**src/rtl/decode_stage.sv**
```systemverilog
// Decode stage: splits the instruction, reads a bypassed register file, tracks
// pending destinations in a busy scoreboard and hands operands to execute.
module decode_stage #(
    parameter int LEN_INSN    = 32,
    parameter int LEN_OPECODE = 7,
    parameter int LEN_IMMF    = 1,
    parameter int LEN_REG     = 32,
    parameter int LEN_CC      = 4,
    parameter int LEN_IMM_EX  = 32,
    parameter int NREG        = 16
) (
    input  logic                   clk,
    input  logic                   rst,
    input  logic                   in_valid,
    input  logic [LEN_INSN-1:0]    insn,
    output logic                   in_ready,
    output logic                   out_valid,
    input  logic                   out_ready,
    output logic [LEN_OPECODE-1:0] opecode,
    output logic [LEN_IMMF-1:0]    immf,
    output logic [LEN_REG-1:0]     data_rd,
    output logic [LEN_REG-1:0]     data_rs,
    output logic [LEN_CC-1:0]      cc,
    output logic [LEN_IMM_EX-1:0]  imm_ex,
    output logic [3:0]             rd_addr,
    input  logic                   wb_en,
    input  logic [3:0]             wb_addr,
    input  logic [LEN_REG-1:0]     wb_data,
    output logic                   halted
);

    localparam logic [6:0] OP_CMP = 7'b0000100;
    localparam logic [6:0] OP_LD  = 7'b0011000;
    localparam logic [6:0] OP_HLT = 7'b1111111;

    logic [6:0]            dec_op;
    logic                  dec_immf;
    logic [3:0]            dec_rd;
    logic [3:0]            dec_rs;
    logic [3:0]            dec_cc;
    logic [15:0]           dec_imm;
    logic [LEN_IMM_EX-1:0] dec_imm_ex;
    logic                  dec_logic_grp;
    logic                  dec_writes_rd;

    logic [LEN_REG-1:0] regs [NREG];
    logic [LEN_REG-1:0] rd_val;
    logic [LEN_REG-1:0] rs_val;

    logic [15:0] busy;
    logic [15:0] busy_next;
    logic        hazard;
    logic        issue;

    assign dec_op   = insn[31:25];
    assign dec_immf = insn[24];
    assign dec_rd   = insn[23:20];
    assign dec_rs   = insn[19:16];
    assign dec_cc   = insn[15:12];
    assign dec_imm  = insn[15:0];

    assign dec_logic_grp = (dec_op[6:3] == 4'b0010);

    always_comb begin
        dec_imm_ex = '0;
        if (dec_logic_grp) begin
            dec_imm_ex = {{(LEN_IMM_EX-16){1'b0}}, dec_imm};
        end else begin
            dec_imm_ex = {{(LEN_IMM_EX-16){dec_imm[15]}}, dec_imm};
        end
    end

    assign dec_writes_rd = ((dec_op[6:4] == 3'b000) && (dec_op != OP_CMP))
                         || dec_logic_grp
                         || (dec_op == OP_LD);

    // Same-cycle writeback is forwarded so the captured operand is never stale.
    always_comb begin
        rd_val = regs[dec_rd];
        rs_val = regs[dec_rs];
        if (wb_en && (wb_addr == dec_rd)) begin
            rd_val = wb_data;
        end
        if (wb_en && (wb_addr == dec_rs)) begin
            rs_val = wb_data;
        end
    end

    assign hazard   = busy[dec_rs] | busy[dec_rd];
    assign in_ready = !halted && !hazard && (!out_valid || out_ready);
    assign issue    = in_valid && in_ready;

    // Clear first, then set, so a same-index issue keeps the register busy.
    always_comb begin
        busy_next = busy;
        if (wb_en) begin
            busy_next[wb_addr] = 1'b0;
        end
        if (issue && dec_writes_rd) begin
            busy_next[dec_rd] = 1'b1;
        end
    end

    always_ff @(posedge clk or posedge rst) begin
        if (rst) begin
            busy <= '0;
        end else begin
            busy <= busy_next;
        end
    end

    always_ff @(posedge clk or posedge rst) begin
        if (rst) begin
            for (int unsigned i = 0; i < NREG; i++) begin
                regs[i] <= '0;
            end
        end else if (wb_en) begin
            regs[wb_addr] <= wb_data;
        end
    end

    always_ff @(posedge clk or posedge rst) begin
        if (rst) begin
            halted <= 1'b0;
        end else if (issue && (dec_op == OP_HLT)) begin
            halted <= 1'b1;
        end
    end

    always_ff @(posedge clk or posedge rst) begin
        if (rst) begin
            out_valid <= 1'b0;
            opecode   <= '0;
            immf      <= '0;
            data_rd   <= '0;
            data_rs   <= '0;
            cc        <= '0;
            imm_ex    <= '0;
            rd_addr   <= '0;
        end else if (issue) begin
            out_valid <= 1'b1;
            opecode   <= dec_op;
            immf      <= dec_immf;
            data_rd   <= rd_val;
            data_rs   <= rs_val;
            cc        <= dec_cc;
            imm_ex    <= dec_imm_ex;
            rd_addr   <= dec_rd;
        end else if (out_ready) begin
            out_valid <= 1'b0;
        end
    end

endmodule

```
**config.mk**
```make
export PLATFORM = sky130hd
export DESIGN_NAME = decode_stage
export DESIGN_NICKNAME = d
export VERILOG_FILES = /design/src/rtl/decode_stage.sv
export SDC_FILE = /design/constraint.sdc
export NUM_CORES = 1
export LEC_CHECK = 0
export CELL_PAD_IN_SITES_DETAIL_PLACEMENT = 1
export CELL_PAD_IN_SITES_GLOBAL_PLACEMENT = 1
export CORE_ASPECT_RATIO = 0.8
export CORE_UTILIZATION = 45
export DETAILED_ROUTE_END_ITERATION = 10
export GPL_TIMING_DRIVEN = 0
export HOLD_SLACK_MARGIN = 0.1
export PLACE_DENSITY_LB_ADDON = 0.05
export SYNTH_ARGS = -nofsm -noshare
export SYNTH_HDL_FRONTEND = slang
export SYNTH_SLANG_ARGS = --single-unit
```
**constraint.sdc**
```tcl
create_clock -name clk -period 65.5 [get_ports clk]
set_clock_uncertainty 0.1 [all_clocks]
set_input_delay 13.1 -clock clk [delete_from_list [all_inputs] [get_ports clk]]
set_output_delay 13.1 -clock clk [all_outputs]
set_load 0.02 [all_outputs]
```
==> impl_metrics.yaml <==
critical_path:
  r2r_cells: 7
  cp.required_ps: 52300
  timing.rr.end: "data_rs[6]$_DFFE_PP0P_"
  worstPathArrival_ps: 16030
  rrSetupSlack_ps: 62730
  cp-end-kind: "output port"
  cp_max_fo: 10
  crit_start: "insn[18]"
  critPathLaunchType: "input port"
  crit_type: "in -> out"
  crit_path_end: "in_ready"
  r2r-start: "busy[12]$_DFF_PP0_"
sta:
  fmax_ghz: 0.0342
  fin_crit_ps: 29230
  final.setup.worst_slack_ps: 36270
  finalHoldViolCount: 0
  period_share_pct: 44.6
  final-setup-viol-count: 0
  slew_violations: 0
  tightest_slew_ps: 1480
  holdWs_ps: 383
  slew_headroom_pct: 1.65
  finalSetupTns_ps: 0
  rsz0062_at_grt: "false"
placement:
  dp_hpwl_um: 79400
  gp_congestion: 0.876
  portBuffers: 181
  placed_cells: 3458
  pre_cts_ws_ps: 36360
drt:
  drt_iter0_markers: 2210
  vias: 23400
  drt_wl_total_um: 119000
  ant_nets: 0
  drtPass1Iterations: 5
  drc: 0
  wl_per_cell_um: 33.2
  viasPerCell: 6.53
global_routing:
  grt_pass1_wl_um: 175000
  grt_overflow_total: 0
  antenna_found_initial: 4
  grt_max_degree: 124
  grt_pass1_vias: 24900
  grtUsageTotal_pct: 33.1
floorplanning:
  core_region_area_um2: 71100
  io_pins: 188
  dieWidth_um: 303
  die_area_um2: 73600
  start_util_pct: 45.9
  die_y_um: 243
  rows: 87
synth:
  synth_nets: 2411
  synth_seq_area_share_pct: 47.8
  avgSynthCellArea_um2: 14.0
  ys_warn_count: 0
  synth_ff_type: "dfrtp_1"
  ys_ff_latch: 623
  synthCells: 2338
  synth_most_common_cell: "dfrtp_1"
  synthesis.area_um2: 32600
  synth.area.top_cells: "dfrtp_1, mux2_2, mux4_2"
  synth_edf_count: 0
  yosysTopAreaCellShare_pct: 47.8
  synth_common_cells: "dfrtp_1, mux2_2, mux4_2"
  synth_top_area_cell: "dfrtp_1"
  yosysUniqueCellTypes: 42
  async_flop_share_pct: 100
finish:
  fin_cells: 3582
  area_growth_pct: 16.7
  n_fill_cell: 6976
  fin_nets: 2668
  drive_above_1_share_pct: 34.9
  fin_util_pct: 53.6
clock_network:
  clk_latency_ps: 630
  cts_setup_buffers: 0
  cts_tree: "built"
  cts.sinks: 623
  cts.clk_slew.worst_paths_ps: 60
  cts.path.max_buffers: 3
  cts_buffers: 69
  cts_root_buffer: "clkbuf_16"
  ctsHtreeMaxLevel: 3
  cts_resized: 0
  hold_buffers: 0
flow_run:
  cap_violations: 0
outcome:
  status: "finished, final reports clean"
min_path:
  worstHoldPathType: "reg -> reg"
power:
  power_density_nw_per_um2: 35.4
  vdd_drop_max_mv: 0.0223
  p_leak_nw: 15.8
[logic make-up (layout without fill, tap and decap cells)]
group,after synthesis,in the layout,synth area share (%)
compound gates,247,247,5.75
flops,623,623,47.8
mux,967,967,39.5
xor+xnor,8,8,0.215
buf+inv,290,599,3.94
simple gates,203,203,2.87
other cells,0,1,0
[layer usage]
metal | routed length (µm) | global-route usage [%] | vias to the layer above
met2 | 52800 | 48.6 | 1115
li1 | - | - | 9428
met4 | 4440 | 11.8 | 6
met1 | 50900 | 47.4 | 12600
met5 | 30 | 0 | -
met3 | 10900 | 8.25 | 264
[critical path, cell delays in order]
cell and delay (ps):
clkdlybuf4s50_1 560, clkbuf_1 590, mux4_2 420, a22oi_1 160
nand3_1 150, nor4bb_1 340, clkdlybuf4s50_1 700
[metrics by stage]
step / area, µm² / total power, W
2_1_floorplan: 32600 / 0.000791
3_3_place_gp: 35600 / 0.000923
3_5_place_dp: 35800 / 0.000943
4_1_cts: 38100 / 0.00135
5_1_grt: 38100 / 0.00141
6_report: 38100 / 0.00135
[cell type report]
cell class              count  area [µm²]  share of cell area, %
multi-input cells        1425       15800                   41.4
clock buffers             103        2110                   5.53
repair buffers            186        1950                   5.12
plain buffers             244        1110                   2.93
diodes                      1        2.50                0.00657
clock inverters            20         226                  0.594
flip-flops and latches    623       15600                   40.9
well taps                 934        1170                   3.07
inverters                  46         180                  0.473
[state kept, by name, indices dropped and copies added, names as in the netlist]
name       count
rd_addr        4
data_rd       32
out_valid      1
opecode        7
busy          16
data_rs       32
regs         512
cc             3
imm_ex        14
halted         1
immf           1
[report_power, final]
| part | leakage, nW | switching, W | internal, W |
|---|---|---|---|
| sequential | 7.63 | 0.0000726 | 0.000485 |
| combinational | 6.99 | 0.000175 | 0.000207 |
| clock | 1.16 | 0.000168 | 0.000239 |
[cells in the final DEF (no fill, tap or decap), types with 21 or more instances in the layout]
cell / n
mux2_2: 535
o221ai_1: 31
o21ai_0: 32
nor2_1: 107
clkdlybuf4s50_1: 181
mux4_2: 198
mux2i_1: 194
a31oi_1: 32
a221oi_1: 64
a22oi_1: 33
dfrtp_1: 623
buf_1: 21
inv_1: 44
buf_2: 38
clkbuf_1: 165
o211ai_1: 31
mux2_1: 40
clkbuf_16: 72
buf_4: 22
nor3_1: 44
[worst min-delay path by stage]
stage,startpoint,to,slack (ps),depth (start not counted)
global placement,imm_ex[2]$_DFFE_PP0P_,imm_ex[2]$_DFFE_PP0P_,370,1
floorplan,busy[3]$_DFF_PP0_,busy[3]$_DFF_PP0_,380,1
finish,data_rs[7]$_DFFE_PP0P_,data_rs[7]$_DFFE_PP0P_,380,1
CTS,imm_ex[6]$_DFFE_PP0P_,imm_ex[6]$_DFFE_PP0P_,390,1
detailed placement,imm_ex[6]$_DFFE_PP0P_,imm_ex[6]$_DFFE_PP0P_,380,1
global route,data_rs[13]$_DFFE_PP0P_,data_rs[13]$_DFFE_PP0P_,400,1
Note: power is estimated with default switching activity, not from simulation.
